==> src/rtl/execute.sv <==
// SEQ Y86-64 execute stage: ALU producing valE, condition evaluation (Cnd) and the ZF/SF/OF register.
// Optional sticky halt flag that freezes the condition codes: enabled by defining EXECUTE_HALT_LATCH_EN.
module execute (
  input  logic        clk,
  input  logic        reset,
  input  logic [3:0]  icode,
  input  logic [3:0]  ifun,
  input  logic [63:0] valA,
  input  logic [63:0] valB,
  input  logic [63:0] valC,
  output logic [63:0] valE,
  output logic        Cnd,
  output logic        ZF,
  output logic        SF,
  output logic        OF,
  output logic        halted
);

  typedef enum logic [3:0] {
    I_HALT  = 4'h0, I_NOP  = 4'h1, I_CMOV = 4'h2, I_IRMOV = 4'h3,
    I_RMMOV = 4'h4, I_MRMOV = 4'h5, I_OP  = 4'h6, I_JXX   = 4'h7,
    I_CALL  = 4'h8, I_RET  = 4'h9, I_PUSH = 4'hA, I_POP   = 4'hB
  } icode_e;

  typedef enum logic [3:0] {
    ALU_ADD = 4'h0, ALU_SUB = 4'h1, ALU_AND = 4'h2, ALU_XOR = 4'h3
  } alu_op_e;

  logic [63:0] alu_res;
  logic        op_valid;
  logic        alu_of;
  logic        cc_freeze;
  logic        cc_en;
  logic        zf_q, sf_q, of_q;

  // NOTE: every output of a combinational block is assigned a default first so no path
  // leaves it unassigned; otherwise synthesis infers a latch.
  always_comb begin
    alu_res = '0;
    alu_of  = 1'b0;
    case (alu_op_e'(ifun))
      ALU_ADD: begin
        alu_res = valB + valA;
        alu_of  = (valA[63] == valB[63]) && (alu_res[63] != valB[63]);
      end
      ALU_SUB: begin
        alu_res = valB - valA;
        alu_of  = (valA[63] != valB[63]) && (alu_res[63] != valB[63]);
      end
      ALU_AND: alu_res = valB & valA;
      ALU_XOR: alu_res = valB ^ valA;
      default: alu_res = '0;
    endcase
  end

  always_comb begin
    valE = '0;
    case (icode_e'(icode))
      I_CMOV:           valE = valA;
      I_IRMOV:          valE = valC;
      I_RMMOV, I_MRMOV: valE = valB + valC;
      I_OP:             valE = alu_res;
      I_CALL, I_PUSH:   valE = valB - 64'd8;
      I_RET, I_POP:     valE = valB + 64'd8;
      default:          valE = '0;
    endcase
  end

  // Conditions read only the registered flags, never this cycle's ALU result.
  always_comb begin
    Cnd = 1'b0;
    if (icode == I_CMOV || icode == I_JXX) begin
      case (ifun)
        4'h0:    Cnd = 1'b1;
        4'h1:    Cnd = (sf_q ^ of_q) | zf_q;
        4'h2:    Cnd = sf_q ^ of_q;
        4'h3:    Cnd = zf_q;
        4'h4:    Cnd = ~zf_q;
        4'h5:    Cnd = ~(sf_q ^ of_q);
        4'h6:    Cnd = ~(sf_q ^ of_q) & ~zf_q;
        default: Cnd = 1'b0;
      endcase
    end
  end

  assign op_valid = (icode == I_OP) && (ifun <= ALU_XOR);

`ifdef EXECUTE_HALT_LATCH_EN
  logic halted_q, halted_d;

  assign halted_d  = halted_q || (icode == I_HALT) || (icode > I_POP);
  assign cc_freeze = halted_q;
  assign halted    = halted_q;

  always_ff @(posedge clk or posedge reset) begin
    if (reset) halted_q <= 1'b0;
    else       halted_q <= halted_d;
  end
`else
  assign cc_freeze = 1'b0;
  assign halted    = 1'b0;
`endif

  assign cc_en = op_valid && !cc_freeze;

  // NOTE: state registers use non-blocking assignments so every flop samples pre-edge values.
  always_ff @(posedge clk or posedge reset) begin
    if (reset) begin
      zf_q <= 1'b1;
      sf_q <= 1'b0;
      of_q <= 1'b0;
    end else if (cc_en) begin
      zf_q <= (alu_res == 64'd0);
      sf_q <= alu_res[63];
      of_q <= alu_of;
    end
  end

  assign ZF = zf_q;
  assign SF = sf_q;
  assign OF = of_q;

endmodule

==> config.mk <==
export PLATFORM = sky130hd
export DESIGN_NAME = execute
export DESIGN_NICKNAME = d
export VERILOG_FILES = /design/src/rtl/execute.sv
export SDC_FILE = /design/constraint.sdc
export NUM_CORES = 1
export LEC_CHECK = 0
export CELL_PAD_IN_SITES_DETAIL_PLACEMENT = 2
export CELL_PAD_IN_SITES_GLOBAL_PLACEMENT = 2
export CORE_MARGIN = 2
export CORE_UTILIZATION = 25
export CTS_BUF_LIST = sky130_fd_sc_hd__clkbuf_8
export CTS_CLUSTER_DIAMETER = 100
export DETAILED_ROUTE_END_ITERATION = 8
export GPL_TIMING_DRIVEN = 0
export MAX_ROUTING_LAYER = met4
export PLACE_DENSITY = 0.69
export SYNTH_ARGS = -nofsm -noshare
export SYNTH_HDL_FRONTEND = slang
export SYNTH_SLANG_ARGS = --single-unit
==> constraint.sdc <==
create_clock -name clk -period 17.3 [get_ports clk]
set_input_delay 2.595 -clock clk [delete_from_list [all_inputs] [get_ports clk]]
set_output_delay 2.595 -clock clk [all_outputs]
set_load 0.005 [all_outputs]
==> run summary <==
Along the worst path, the maximum fanout reaches 30. For this run, the detailed router's first-pass iteration total came to 6. After floorplanning, the core was divided into 102 placement rows. Across the VDD grid, the largest voltage drop is 0.0000134 V. The dominant register cell in the synthesized netlist was sky130_fd_sc_hd__dfrtp_1. The logs give 0.369 for the total global routing track utilization and 0 for the post-CTS setup-driven buffer insertion count. The max-cap check violation count is 5, and the largest net degree at the start of global routing is 32. The clock transition at the register clock pins on the worst setup and hold paths after CTS works out to 0.03 ns. For this run, design rule violations remaining after detail routing come to 0. The relative max-transition margin was -0.112; the met1 track demand over resource was 0.480. Summing all placed instances gives a cell area of 23,600 um^2.

The final reports fail on capacitance limit, slew limit. TritonCTS built the clock tree. Buffers inserted during clock tree synthesis total 3. In this run, synthesis inferred 0 flip-flops with an integrated enable. The final critical-path required period works out to 13.64 ns. The global routing stage identified its most utilized layer as met2.

The tools report the total count of max-transition violations in the final report as 56. Once the clock tree was built, the resizer swapped 0 gates to a different size. Counting distinct cell types in the post-synthesis netlist gives 103.

For the pin with the worst max-slew slack, the measured transition is 1.67 ns. Dividing the detail-routed via count by the number of cells gives 6.37. The number of design-rule violations left by the first detailed-router iteration was 2,546; the global-route congestion overflow total was 0. The routing usage on met2 is 0.585. From synthesis to final layout, the design area changed by 21.0%.

For the via count of the first global-routing pass, the log shows 28,700. The most critical setup path has its startpoint at icode[3]. In this run the static leakage power is 9.34 nW. After detailed routing, the average wire length per cell comes to 34.8 um.

In this run the horizontal extent of the chip is 284 um. The clock passes through at most 2 buffers. The endpoint required time on the critical path came out at 14.70 ns. The clock latency at the later pin of the worst-skew pair came out at 0.22 ns. The run gives 23,700 um^2 as the final non-filler cell area. CTS saw 3 sinks. The run gives 214,000 um as the global-route wire length before repair. The flow ran to the end, but the final reports show violations.

Static timing analysis puts the maximum clock frequency at 73.3 MHz. The hold violation total from the final report is 0, and the number of nets in the synthesized netlist is 3,480. Setup repair after global routing left no endpoint under its margin.

For the starting utilization of the core area, the log shows 0.253. The async set-or-reset flop fraction in the synthesized netlist was 1.00; the initial antenna violation count was 9. The slowest cell on the critical path was sky130_fd_sc_hd__o31ai_1. The sequential cell area fraction in the yosys report is 0.00390.

Dividing total power by cell area gives a power density of 42.9 nW/um^2. For the synthesized netlist cell count, the log shows 3,025. For this run, the post-layout net count is 3,755. The synthesized netlist occupies a cell area of 19,600 um^2. The congestion estimate from routability-driven global placement came to 1.01.

In this run the most critical hold path is launched from SF$_DFFE_PP0P_. The family with the most delay on the worst path was compound AO/OA/AOI/OAI gates. Summed over all nets, the half-perimeter wirelength after detailed placement is 124,000 um.

The die height works out to 284 um. Summing over every cut layer, the via total after detailed routing is 27,700. The critical path is of the in2out type. Setup violations remaining at the end of the flow were counted as 0.

The Yosys step of the flow raised 0 warnings. The largest incremental delay on the critical path was 1.06 ns. The die outline area is 80,600 um^2. The final critical-path share of the clock period came out at 0.788. Clock tree synthesis selected as its root buffer the cell sky130_fd_sc_hd__clkbuf_8. During placement, the flow inserted port buffers numbering 266. The share of post-route cells with drive strength above 1 works out to 0.0349.

The worst setup path is captured at a primary output. The tools report the H-tree level count as 1. In this run the critical register-to-register path is launched from ZF$_DFFE_PP1P_. Met3 layer usage reported by global route: 0.0406.

The worst setup path is launched from a primary input. The number of flip-flops and latches in the synthesized netlist was 3; the total of hold buffers inserted after clock tree synthesis was 0. A synthesized cell averages 6.47 um^2. The area of the placeable core is 77,500 um^2. Once detail routing completed, the nets flagged for antenna violations numbered 0.

The path type of the worst min-delay path is reg2reg. For the worst-case clock skew, the log shows 0 ns. The aggregate negative setup slack is 0 ns. Data arrives at the worst endpoint at 11.05 ns. The share of the core filled with cells was 0.306. The critical path goes through clkdlybuf4s50_1 > nor2b_1 > clkbuf_1 > clkbuf_2 > nand2_4 > ha_1 > a21o_1 > a21oi_1 > o21ai_1 > and4_1 > o21ai_1 > o21bai_1 > a31oi_1 > o31ai_1 > a31oi_1 > o21a_1 > o21ai_0 > nor3_1 > or4_1 > clkdlybuf4s50_1.

The count of buffering cells on the critical path with inverters included is 4, and the routed wire length is 151,000 um. Pin placement for this block handled 271 I/O pins.
-- final cells by class --
type                            count  area (um^2)
Buffer                            183          751
Inverter                          177          666
Clock buffer                        3         41.3
Fill cell                        9467        53800
Antenna cell                        5         12.5
Timing Repair Buffer              270         2710
Multi-Input combinational cell   2662        18100
Sequential cell                     3         76.3
Tap cell                         1040         1300
Clock inverter                      1         3.75
-- cell families (layout without fill, tap and decap cells) --
kind of cell,Yosys count,after routing,share of synthesized area
other cells,1,6,0.000191
mux,33,33,0.0173
buf+inv,360,634,0.0714
xor+xnor,140,140,0.0626
fa+ha+maj,253,253,0.163
compound gates,1270,1270,0.440
flops,3,3,0.00390
simple gates,965,965,0.241
-- report_power, final --
group	switching, mW	internal [mW]	total, mW	leakage (nW)
registers	0.00115	0.00807	0.00922	0.0353
clock network	0.00528	0.0152	0.0204	0.0269
logic	0.645	0.343	0.988	9.28
-- cells in the final DEF (no fill, tap or decap), types with 12 or more instances in the layout --
cell	instances
sky130_fd_sc_hd__a21oi_1	373
sky130_fd_sc_hd__clkdlybuf4s50_1	266
sky130_fd_sc_hd__nand2_1	262
sky130_fd_sc_hd__ha_1	249
sky130_fd_sc_hd__nor2_1	236
sky130_fd_sc_hd__o21ai_0	195
sky130_fd_sc_hd__inv_1	176
sky130_fd_sc_hd__clkbuf_1	129
sky130_fd_sc_hd__a21o_1	106
sky130_fd_sc_hd__xnor2_1	90
sky130_fd_sc_hd__nand3_1	74
sky130_fd_sc_hd__nand4_1	72
sky130_fd_sc_hd__o21bai_1	64
sky130_fd_sc_hd__nor3_1	62
sky130_fd_sc_hd__o31ai_1	61
sky130_fd_sc_hd__nor4_1	50
sky130_fd_sc_hd__xor2_1	50
sky130_fd_sc_hd__o211ai_1	48
sky130_fd_sc_hd__a222oi_1	45
sky130_fd_sc_hd__o221ai_1	41
sky130_fd_sc_hd__a211oi_1	39
sky130_fd_sc_hd__a31oi_1	39
sky130_fd_sc_hd__nor2b_1	36
sky130_fd_sc_hd__nand2b_1	35
sky130_fd_sc_hd__and3_1	31
sky130_fd_sc_hd__buf_2	29
sky130_fd_sc_hd__a221oi_1	28
sky130_fd_sc_hd__mux2i_1	27
sky130_fd_sc_hd__or3_1	23
sky130_fd_sc_hd__o21a_1	21
sky130_fd_sc_hd__and2_1	20
sky130_fd_sc_hd__a22oi_1	17
sky130_fd_sc_hd__a211o_1	16
sky130_fd_sc_hd__a221o_1	15
sky130_fd_sc_hd__clkbuf_2	14
sky130_fd_sc_hd__a21boi_0	13
sky130_fd_sc_hd__o22ai_1	12
-- flip-flops by register name (all words and copies together) (netlist names) --
name	count
ZF	1
SF	1
OF	1
-- Yosys cell counts, types with 31 or more instances --
library cell | count | share of area
sky130_fd_sc_hd__a21oi_1 | 373 | 0.095
sky130_fd_sc_hd__nor2b_1 | 36 | 0.012
sky130_fd_sc_hd__and3_1 | 31 | 0.0099
sky130_fd_sc_hd__a31oi_1 | 39 | 0.012
sky130_fd_sc_hd__xnor2_1 | 90 | 0.040
sky130_fd_sc_hd__nand3_1 | 74 | 0.019
sky130_fd_sc_hd__ha_1 | 249 | 0.16
sky130_fd_sc_hd__nor4_1 | 50 | 0.016
sky130_fd_sc_hd__o21ai_0 | 195 | 0.050
sky130_fd_sc_hd__o211ai_1 | 48 | 0.018
sky130_fd_sc_hd__o21bai_1 | 64 | 0.025
sky130_fd_sc_hd__nand2_1 | 263 | 0.050
sky130_fd_sc_hd__o31ai_1 | 61 | 0.023
sky130_fd_sc_hd__nor2_1 | 237 | 0.045
sky130_fd_sc_hd__nand4_1 | 72 | 0.023
sky130_fd_sc_hd__nand2b_1 | 35 | 0.011
sky130_fd_sc_hd__clkbuf_1 | 142 | 0.027
sky130_fd_sc_hd__inv_1 | 175 | 0.034
sky130_fd_sc_hd__a21o_1 | 106 | 0.041
sky130_fd_sc_hd__a222oi_1 | 45 | 0.023
sky130_fd_sc_hd__nor3_1 | 64 | 0.016
sky130_fd_sc_hd__xor2_1 | 50 | 0.022
sky130_fd_sc_hd__o221ai_1 | 41 | 0.018
sky130_fd_sc_hd__a211oi_1 | 39 | 0.015
-- worst paths after layout --
check	slack (ns)	depth (start not counted)	endpoint
setup reg to reg	16.43	2	ZF$_DFFE_PP1P_
hold reg to reg	0.53	1	SF$_DFFE_PP0P_
min in group asynchronous	2.57	2	OF$_DFFE_PP0P_
max in group asynchronous	14.52	2	ZF$_DFFE_PP1P_
setup / recovery	3.66	20	valE[62]
hold / removal	0.53	1	SF$_DFFE_PP0P_
-- per-stage QoR --
step	total power [mW]	hold slack, ns	setup WS [ns]	std cells
CTS	0.993	0.532	3.91	4339
finish	1.02	0.526	3.66	4344
detailed placement	0.966	0.525	3.93	4335
floorplan	0.556	0.470	7.01	3025
global placement	0.942	0.526	0.778	4331
global route	1.08	0.546	3.64	4343
-- routing by layer --
metal | routed length [um] | up-vias
li1 | - | 12100
met1 | 68000 | 14300
met2 | 68000 | 1054
met3 | 8670 | 210
met4 | 6690 | 0
met5 | 0 | -
Power figures use the tool's default switching activity.
